**src/rtl/pwmencoder_wb.sv**
```systemverilog
// pwmencoder_wb: six-channel frame-synchronous PWM generator with a Wishbone register interface.
module pwmencoder_wb #(
  parameter int DATA_WIDTH   = 32,
  parameter int ADDR_WIDTH   = 32,
  parameter int SELECT_WIDTH = DATA_WIDTH / 8,
  parameter int CLKS_PER_US  = 48
) (
  input  logic                    i_clk,
  input  logic                    i_rst,
  input  logic [5:0]              wb_adr_i,
  input  logic [DATA_WIDTH-1:0]   wb_dat_i,
  output logic [DATA_WIDTH-1:0]   wb_dat_o,
  input  logic                    wb_we_i,
  input  logic [SELECT_WIDTH-1:0] wb_sel_i,
  input  logic                    wb_stb_i,
  output logic                    wb_ack_o,
  output logic                    wb_err_o,
  output logic                    wb_rty_o,
  input  logic                    wb_cyc_i,
  output logic [5:0]              pwm_o
);
  localparam int PW = CLKS_PER_US > 1 ? $clog2(CLKS_PER_US) : 1;
  localparam logic [PW-1:0] PSC_MAX = PW'(CLKS_PER_US - 1);
  logic [15:0] width_q [6];
  logic [15:0] width_d [6];
  logic [15:0] sh_width_q [6];
  logic [15:0] sh_width_d [6];
  logic [15:0] period_q, period_d, sh_period_q, sh_period_d, fcnt_q, fcnt_d, pmerge;
  logic [PW-1:0] psc_q, psc_d;
  logic [31:0] status_q, status_d, dat_d, rdata;
  logic [5:0] pwm_d;
  logic [3:0] a;
  logic en_q, en_d, start, wr, tick, wrap, reload;
  logic unused_ok;
  function automatic logic [15:0] merge(input logic [15:0] old, input logic [15:0] d, input logic [1:0] s);
    return {s[1] ? d[15:8] : old[15:8], s[0] ? d[7:0] : old[7:0]};
  endfunction
  assign unused_ok = ^{wb_adr_i[1:0], wb_dat_i[31:16], wb_sel_i[3:2], 1'(ADDR_WIDTH)};
  assign wb_err_o = 1'b0;
  assign wb_rty_o = 1'b0;
  assign a = wb_adr_i[5:2];
  assign start = wb_stb_i & wb_cyc_i & ~wb_ack_o;
  assign wr = start & wb_we_i;
  assign tick = en_q & (psc_q == PSC_MAX);
  assign wrap = tick & (fcnt_q == sh_period_q - 16'd1);
  // shadows track the live registers while idle so enabling starts from current values
  assign reload = ~en_q | wrap;
  assign pmerge = merge(period_q, wb_dat_i[15:0], wb_sel_i[1:0]);
  assign rdata = a < 4'd6  ? {16'h0, width_q[a[2:0]]} :
                 a == 4'd6 ? {16'h0, period_q} :
                 a == 4'd7 ? {31'h0, en_q} :
                 a == 4'd8 ? status_q : '1;
  assign period_d = wr && a == 4'd6 && pmerge != 16'd0 ? pmerge : period_q;
  assign en_d = wr && a == 4'd7 && wb_sel_i[0] ? wb_dat_i[0] : en_q;
  assign dat_d = start ? rdata : wb_dat_o;
  assign psc_d = en_q && !tick ? psc_q + 1'b1 : '0;
  assign fcnt_d = reload ? '0 : tick ? fcnt_q + 16'd1 : fcnt_q;
  assign sh_period_d = reload ? period_q : sh_period_q;
  assign status_d = status_q + {31'h0, wrap};
  always_comb begin
    for (int n = 0; n < 6; n++) begin
      width_d[n] = wr && a == 4'(n) ? merge(width_q[n], wb_dat_i[15:0], wb_sel_i[1:0]) : width_q[n];
      sh_width_d[n] = reload ? width_q[n] : sh_width_q[n];
      pwm_d[n] = en_q & (fcnt_q < sh_width_q[n]);
    end
  end
  always_ff @(posedge i_clk) begin
    if (i_rst) begin
      for (int n = 0; n < 6; n++) begin
        width_q[n] <= 16'd1000;
        sh_width_q[n] <= 16'd1000;
      end
      period_q <= 16'd20000;
      sh_period_q <= 16'd20000;
      en_q <= 1'b0;
      status_q <= '0;
      psc_q <= '0;
      fcnt_q <= '0;
      pwm_o <= '0;
      wb_ack_o <= 1'b0;
      wb_dat_o <= '0;
    end else begin
      width_q <= width_d;
      sh_width_q <= sh_width_d;
      period_q <= period_d;
      sh_period_q <= sh_period_d;
      en_q <= en_d;
      status_q <= status_d;
      psc_q <= psc_d;
      fcnt_q <= fcnt_d;
      pwm_o <= pwm_d;
      wb_ack_o <= start;
      wb_dat_o <= dat_d;
    end
  end
endmodule

```
**config.mk**
```make
export PLATFORM = sky130hd
export DESIGN_NAME = pwmencoder_wb
export DESIGN_NICKNAME = d
export VERILOG_FILES = /design/src/rtl/pwmencoder_wb.sv
export SDC_FILE = /design/constraint.sdc
export NUM_CORES = 1
export LEC_CHECK = 0
export ABC_AREA = 1
export CELL_PAD_IN_SITES_DETAIL_PLACEMENT = 1
export CELL_PAD_IN_SITES_GLOBAL_PLACEMENT = 1
export CORE_ASPECT_RATIO = 1.5
export CORE_MARGIN = 2
export CORE_UTILIZATION = 30
export DETAILED_ROUTE_END_ITERATION = 12
export GPL_ROUTABILITY_DRIVEN = 0
export PLACE_DENSITY = 0.56
export SLEW_MARGIN = 20
export SYNTH_ARGS = -nofsm -noshare
export SYNTH_HDL_FRONTEND = slang
export SYNTH_SLANG_ARGS = --single-unit
```
**constraint.sdc**
```tcl
create_clock -name i_clk -period 4.6 [get_ports i_clk]
set_input_delay 1.38 -clock i_clk [delete_from_list [all_inputs] [get_ports i_clk]]
set_output_delay 1.38 -clock i_clk [all_outputs]
set_load 0.02 [all_outputs]
```
Yosys cells after proc, flatten, opt, wreduce, memory -nomap -nowiden
Cells that the tools add are included.

Reduce and logical (&&, ||, !) cells: 28. Multiplexer cells: 9. Equality and inequality tests: 10. Add/sub/neg operators: 4. Bitwise gates (word level): 16. $lt $le $gt $ge: 8.

Operator list (count): 32-bit two-way mux (4); 16-bit < comparator (6); 16-bit binary-select mux with 3-bit select (1); 32-bit by 1-bit adder with 32-bit output (1); 16-bit two-way mux (2); 2-bit AND reduction (12); 16-bit by 1-bit adder with 16-bit output (second input constant) (1); 16-bit equality test (1); 4-bit by 3-bit equality test with 1-bit output (second input constant) (4); 8-bit two-way mux (2); 16-bit nonzero test (1); 16-bit by 1-bit subtractor with 16-bit output (second input constant) (1); 1-bit bitwise AND (11); 1-bit logical AND (11); 4-bit by 2-bit equality test with 1-bit output (second input constant) (2); 6-bit by 1-bit adder with 6-bit output (second input constant) (1); 6-bit equality test (second input constant) (1); 4-bit by 1-bit equality test with 1-bit output (second input constant) (1); 4-bit equality test (second input constant) (1); 4-bit greater-or-equal comparator (second input constant) (1); 4-bit logical NOT (1); 4-bit by 3-bit < comparator with 1-bit output (second input constant) (1); 3-bit NOT with 4-bit output (1); 2-bit OR reduction (2); other kinds (3) (5).

Flip-flop bits (word level): 318. Bits of input ports: 47. Logic and storage cells: 102. Output and inout port bits: 41.

Logic depth before layout (Yosys ltp)
Gate-level depths: netlist of run 1.

Depth after elaboration: 6. Depth in mapped cells: 29. Mapped depth without buffers: 27.

Least setup slack after synthesis of run 1
No wires, ideal clock.

Path type: flip-flop to flip-flop. Start: register sh_period_q[0]. End: register status_q[28]. Setup time: 0.113 ns. Buffers on the path: 2. Setup slack: 1.313 ns. Data arrival time: 3.174 ns. Cell stages (with the launch flop): 29. Clock period less this slack: 3.287 ns. Data required time: 4.487 ns. Path through: dfxtp_1 -> inv_2 -> ha_1 -> nand2_1 -> nand2_1 -> nor2_1 -> nand2_1 -> nor2_1 -> nand2_1 -> nor2_2 -> nand3_2 -> nor2_4 -> nand2_4 -> buf_6 -> buf_2 -> inv_1 -> ha_1 -> ha_1 -> nand2_1 -> nor2_1 -> nand2_1 -> nor2_1 -> nand2_1 -> inv_1 -> nand3_1 -> nor4_1 -> nand2_1 -> nand2_1 -> nor2_1.

Cells in the longest elaborated chain, start to end: 4.

RTL lines: from (decl) (line 28) `logic [15:0] period_q, period_d, sh_period_q, sh_period_d, fcnt_q, fcnt_d, pmerge;`; from (signal assigned) (line 86) `sh_period_q <= sh_period_d;`; 16-bit by 1-bit subtractor with 16-bit output (line 45) `assign wrap = tick & (fcnt_q == sh_period_q - 16'd1);`; 16-bit equality test (line 45); 1-bit bitwise AND (line 45); 32-bit by 1-bit adder with 32-bit output (line 59) `assign status_d = status_q + {31'h0, wrap};`; to (signal assigned) (line 88) `status_q <= status_d;`; to (decl) (line 30) `logic [31:0] status_q, status_d, dat_d, rdata;`.

No other way between the ends. A chain may end at the register's enable or synchronous reset.

Final worst setup path of run 1
Same ends and word-level chain as after synthesis.

==> results of run 1 <==
==> worst max path at each step <==
stage,to,slack [ps],cells past startpoint
after floorplan,status_q[28],1310,28
after global placement,status_q[28],500,26
after detailed placement,width_q[17],480,9
after CTS,status_q[28],490,26
after global routing,status_q[28],120,26
final,status_q[28],560,26
==> metal layers <==
metal	global-route usage [%]	vias up	part of all wire, %
li1	-	7688	-
met1	25.18	7560	41
met2	42.05	222	52
met3	2.264	102	2.4
met4	9.405	0	4.4
met5	0	-	0
==> kinds of logic after synthesis <==
group	share of synthesized area (%)
buf+inv	10.35
xor+xnor	1.296
other cells	0.02258
fa+ha+maj	7.157
simple gates	24.68
compound gates	18.16
flops	38.33
==> registers in the layout (all words and copies together), names as in the netlist <==
| register | flops |
|---|---|
| sh_width_q | 96 |
| sh_period_q | 16 |
| pwm_o | 6 |
| status_q | 32 |
| period_q | 16 |
| en_q | 1 |
| width_q | 96 |
| fcnt_q | 16 |
| psc_q | 6 |
| wb_dat_o | 32 |
| wb_ack_o | 1 |
==> per-stage QoR <==
step	cells	util, %	instance area, um2	hold WS (ps)
6_report	3052	35.07	19170	466.1
5_1_grt	3052	35.07	19170	494.0
4_1_cts	3051	35.06	19160	470.3
3_5_place_dp	2989	32.93	18000	455.3
3_3_place_gp	2989	32.93	18000	446.4
2_1_floorplan	2298	-	16610	430.3
==> power by group <==
| part | switching [W] | internal, W |
|---|---|---|
| Sequential | 0.0000181 | 0.00278 |
| Clock | 0.00123 | 0.00170 |
| Combinational | 0.000261 | 0.000126 |
==> layout by cell type (no fill, tap or decap), types with 4 or more instances in the layout <==
master | netlist | final
o211ai_1 | 57 | 57
clkbuf_8 | 0 | 7
nor3_1 | 26 | 26
clkbuf_1 | 60 | 7
buf_4 | 2 | 53
o21ai_0 | 167 | 167
o31ai_1 | 9 | 9
nor2_4 | 4 | 4
o21a_1 | 7 | 7
clkdlybuf4s50_1 | 0 | 64
o22ai_1 | 18 | 18
nor3b_1 | 4 | 4
nand4_1 | 12 | 12
nand3_1 | 177 | 177
clkbuf_16 | 0 | 37
nor2_2 | 9 | 9
dfxtp_1 | 318 | 317
a21oi_1 | 257 | 257
xor2_1 | 11 | 11
nor4_1 | 11 | 11
nor2_1 | 190 | 190
nand3_2 | 51 | 51
clkinv_2 | 0 | 6
a22oi_1 | 8 | 8
ha_1 | 95 | 95
inv_1 | 288 | 287
o221ai_1 | 6 | 6
nand2_1 | 402 | 402
xnor2_1 | 11 | 11
==> tightest hold or removal path, cell delays in order, from the launching register on <==
cell and delay, ps:
dfxtp_1 320, inv_1 50, a21oi_1 50
==> area by class of cell <==
cell class / count / area share [%]
repair buffers: 122 / 5.816
inverters: 294 / 5.810
flip-flops and latches: 318 / 33.23
clock buffers: 51 / 5.470
diodes: 1 / 0.01306
clock inverters: 11 / 0.5940
multi-input cells: 1560 / 44.53
well taps: 695 / 4.537
==> results.txt, run 1 <==
Setup Fix Bufs, Post-CTS - 0
CTS tree - built
List of most frequent post-synthesis cells - nand2_1, dfxtp_1, inv_1
Final Cycle Share - 87.82%
Worst path max stage delay - 360 ps
Cell mode on critical path - nand2_1
Most common flop cell mapped by yosys - dfxtp_1
Area contributors post-synth - dfxtp_1, nand2_1, a21oi_1
Worst VDD drop - 0.2494 mV
Pre-Repair DR Iteration Count - 5
Clk pin slew, worst setup/hold paths - 60 ps
WHS Path Cells - 2
Maxcap violations - 0
Hold Path Sink - status_q[21]
Filler instances - 6797
Clk_lat worst skew - 530 ps
IO Port Bufs - 65
Die Height - 292.2 um
Slowest cell on crit path - dfxtp_1
Dpl ws - 479.1 ps
Cell Pwr Density - 319.0 mW/mm2
DRT antenna net count - 0
Leakage power - 8.099 nW
Fin. max-slew vios - 0
Worst-path fanout max - 5
Count leader, synth - nand2_1
HPWL Detailed - 48.11 mm
Final Hold Vio Count - 0
Hold crit path type - flip-flop to flip-flop
DR WL/cell - 20.87 um
Beginning of the worst hold path - status_q[21]
Sequential area share after synthesis - 38.33%
Overall Global Routing Usage - 22.27%
Largest net degree at the start of global routing - 191
Area grow syn2layout - 15.41%
CP arrival - 4460 ps
EDFF count, synth - 0
Relative slew margins - 29.50%
Leading area contributor after synthesis - dfxtp_1
First-pass GRT wire length - 97.08 mm
CTS resizes - 0
CTS max path bufs - 3
Ys async rst share - 0%
Die area - 0.05729 mm2
Max Freq - 247.5 MHz
Initial antenna violation count - 1
Ports - 88
Cells after synthesis - 2297
Crit path kind - flip-flop to flip-flop
Vias per inst - 5.102
Final setup margin - 560.2 ps
Netlist cell types - 45
Clock H-tree levels - 2
Core footprint - 0.05465 mm2
Nature of the critical path startpoint - flip-flop
Sequential cell area - 0.006370 mm2
Outcome - complete, no violations
Remaining DRCs - 0
Worst Clk Skew - 18.34 ps
Hold buffers post-CTS - 0
Sum Neg Setup Slack - 0 ps
Crit path from - sh_period_q[0]
Synthesized area - 0.01661 mm2
Post-layout min period - 4040 ps
Reg-to-reg startpoint - sh_period_q[0]
YS warnings - 0
Share of the synthesized area in the top cell type - 38.33%
Starting DRC count in detailed routing - 704
Layout cell share with drive strength beyond 1 - 8.107%
RSZ-0062 raised after global routing - no
Fin nets - 2474
FF-to-FF End - status_q[28]
Grt total ovfl - 0
FF-to-FF setup slack - 560 ps
Power, Total - 0.006115 W
CP Buf/Inv Count - 4
Row cnt - 105
CP delay by family, top - simple AND/OR/NAND/NOR gates
Slew of the pin with the lowest slew margin - 1058 ps
Total wire length - 63.70 mm
Via Count - 15570
Critical Path RT - 5020 ps
Initial Util - 30.39%
Die W - 196.1 um
Clock sinks - 318
Vias in the first global route - 16180
Critical Path End Type - flip-flop
# setup viols final - 0
FF+latch count, synth - 318
Cts bufs inserted - 36
Avg Cell Area, Syn - 7.230 um2
CTS Root Cell - clkbuf_16
Area of the multi-input gates - 0.008534 mm2
R2R depth - 26
(Power assumes the default switching activity.)
==> run 2: changes to the inputs <==
CTS_CLUSTER_SIZE = 16   (was default)
GPL_TIMING_DRIVEN = 0   (was default)
==> results.txt, run 2 (synthesis gave the netlist of run 1 again) <==
Clk pin slew, worst setup/hold paths - 70 ps (about the same)
Sum Neg Setup Slack - 0 ps (unchanged)
Finished Layout Cells - 3123 (+2.3%)
Row cnt - 105 (unchanged)
Sequential Power Share - 43.8% (-1.9 points)
Initial antenna violation count - 0 (-1)
Layout cell share with drive strength beyond 1 - 8.031% (-0.076 points)
Outcome - complete, no violations
Initial Util - 30.39% (unchanged)
FF-to-FF End - status_q[22]
Beginning of the worst hold path - psc_q[0]
WHS Path Cells - 1 (-1)
Crit path kind - flip-flop to flip-flop
Cts bufs inserted - 37 (+2.8%)
Vias per inst - 5.206 (+2.0%)
Post-DP Area - 0.01810 mm2 (+0.57%)
Die area - 0.05729 mm2 (unchanged)
RSZ-0062 raised after global routing - no
Crit path from - fcnt_q[4]
P_int - 0.004778 W (+3.8%)
Final Hold Vio Count - 0 (unchanged)
CP arrival - 4680 ps (+220 ps)
Hold buffers post-CTS - 0 (unchanged)
Clock H-tree levels - 2 (unchanged)
Cell Pwr Density - 328.2 mW/mm2 (+2.9%)
Placed cells - 3055 (+2.2%)
Hold crit path type - flip-flop to flip-flop
Largest net degree at the start of global routing - 13 (-93%)
CTS Root Cell - clkbuf_16
Max Freq - 234.9 MHz (-5.1%)
Pre-Repair DR Iteration Count - 5 (unchanged)
Clock network power share - 49.7% (+1.8 points)
Clk_lat worst skew - 540 ps (about the same)
Overall Global Routing Usage - 26.75% (+4.5 points)
HPWL Detailed - 62.59 mm (+30%)
Sw frac - 25.13% (+0.41 points)
Worst Clk Skew - 17.85 ps (-0.4934 ps)
Die W - 196.1 um (unchanged)
DRT antenna net count - 0 (unchanged)
Power, Total - 0.006381 W (+4.4%)
Critical Path RT - 5030 ps (about the same)
Starting DRC count in detailed routing - 845 (+20%)
Leakage power - 8.152 nW (+0.65%)
Nature of the critical path startpoint - flip-flop
Comb power frac - 6.5% (+0.2 points)
Fin. max-slew vios - 0 (unchanged)
R2R depth - 27 (+3.8%)
Final Cycle Share - 92.54% (+4.7 points)
Worst VDD drop - 0.2929 mV (+17%)
Filler instances - 6796 (-0.015%)
Slew of the pin with the lowest slew margin - 1147 ps (+89.35 ps)
Post-layout util - 35.57% (+0.50 points)
Area grow syn2layout - 17.06%
Clock sinks - 318 (unchanged)
CTS max path bufs - 3 (unchanged)
Worst-path fanout max - 10 (+5)
Via Count - 16260 (+4.4%)
Commonest cells after routing, fill and taps aside - nand2_1, dfxtp_1, inv_1, a21oi_1, nor2_1
CTS tree - built
Ports - 88 (unchanged)
Maxcap violations - 0 (unchanged)
FF-to-FF setup slack - 340 ps (-220 ps)
Fin nets - 2542 (+2.7%)
Total wire length - 77.08 mm (+21%)
Fin area - 0.01944 mm2 (+1.4%)
Biggest regs - sh_width_q (96), width_q (96)
Post-layout min period - 4257 ps (+216.8 ps)
Grt total ovfl - 0 (unchanged)
Reg-to-reg startpoint - fcnt_q[4]
Remaining DRCs - 0 (unchanged)
# setup viols final - 0 (unchanged)
Diode count - 0 (-1)
Die Height - 292.2 um (unchanged)
Relative slew margins - 23.54% (-6.0 points)
Core footprint - 0.05465 mm2 (unchanged)
Vias in the first global route - 16950 (+4.8%)
First-pass GRT wire length - 111.7 mm (+15%)
Commonest non-fill, non-tap cell in the layout - nand2_1
DR WL/cell - 24.68 um (+18%)
Sw Pwr - 0.001603 W (+6.1%)
Critical Path End Type - flip-flop
Hold Path Sink - psc_q[0]
IO Port Bufs - 62 (-4.6%)
[run 2: changes by cell type in the layout (fill, tap and decap cells not counted), moves of 2 or more]
cell	before	now
clkbuf_1	7	65
nor2_4	4	8
clkbuf_16	37	39
buf_2	1	32
buf_12	3	0
clkinv_2	6	8
buf_6	1	12
buf_4	53	3
dfxtp_2	0	2
clkbuf_8	7	10
clkdlybuf4s50_1	64	62
buf_1	0	20
nor2_1	190	186
[run 2: area by class of cell]
type / count / area, um2 / area share [%]
multi-input combinational: 1560 / 8577 / 44.12
sequential: 318 / 6369 / 32.76
clock buffer: 54 / 1132 / 5.824
inverter: 294 / 1109 / 5.702
tap: 695 / 869.6 / 4.473
timing repair buffer: 63 / 628.1 / 3.231
buffer: 126 / 610.6 / 3.141
clock inverter: 13 / 146.4 / 0.7530
[run 2: power by group through the flow]
stage / Combinational, W / Clock [W] / Sequential, W
floorplan: 0.000190 / 0 / 0.00287
global placement: 0.000411 / 0 / 0.00286
detailed placement: 0.000413 / 0 / 0.00286
CTS: 0.000415 / 0.00323 / 0.00280
global route: 0.000445 / 0.00332 / 0.00280
finish: 0.000415 / 0.00317 / 0.00280
[run 2: worst max-delay path: stages, from the launching register on]
cell and delay, ps:
dfxtp_1 700, inv_1 220, nand2_1 100, nand2_1 50
nand2_1 50, nand2_1 50, nor2_1 100, nand2_1 90
nor2_2 100, nand3_2 90, nor2_4 100, nand2_4 100
buf_6 170, buf_2 190, inv_1 120, ha_1 190
ha_1 170, nand2_1 100, nor2_4 160, inv_1 50
nor2_1 120, nand2_1 100, nor2_2 230, nand2_1 150
nor2_1 220, nand4_1 150, o21ai_0 180, a21oi_1 60
[run 2: how the worst max path moves through the flow]
stage	end	cells after the start	slack [ps]
final	status_q[22]	27	340
after global routing	status_q[26]	26	20
after CTS	status_q[31]	25	60
after detailed placement	status_q[26]	25	-410
after global placement	status_q[30]	25	-330
after floorplan	status_q[28]	28	1310
[run 2: timing repair]
item | 4_1_cts | 5_1_grt
resized for setup | 5 | 10
setup endpoints to repair | 8 | 12
setup buffers | 1 | 0
pin swaps | 1 | 0
[run 2: metrics by stage]
step	setup WS [ps]	hold slack [ps]
global route	15.77	488.5
global placement	-326.8	442.1
detailed placement	-408.3	456.2
CTS	62.05	470.0
floorplan	1313	430.3
finish	343.4	465.2
[run 2: routing by layer]
layer	track usage [%]	vias up	share of wire (%)
met1	26.35	7875	36
li1	-	7859	-
met5	0	-	0
met4	18.79	0	8.3
met2	51.62	350	53
met3	2.853	175	3.0
==> run 3: changes to the inputs <==
SLEW_MARGIN = default   (was 20)
==> results of run 3 <==
Same layout as run 2: the final DEF is identical, and so are final timing and power.
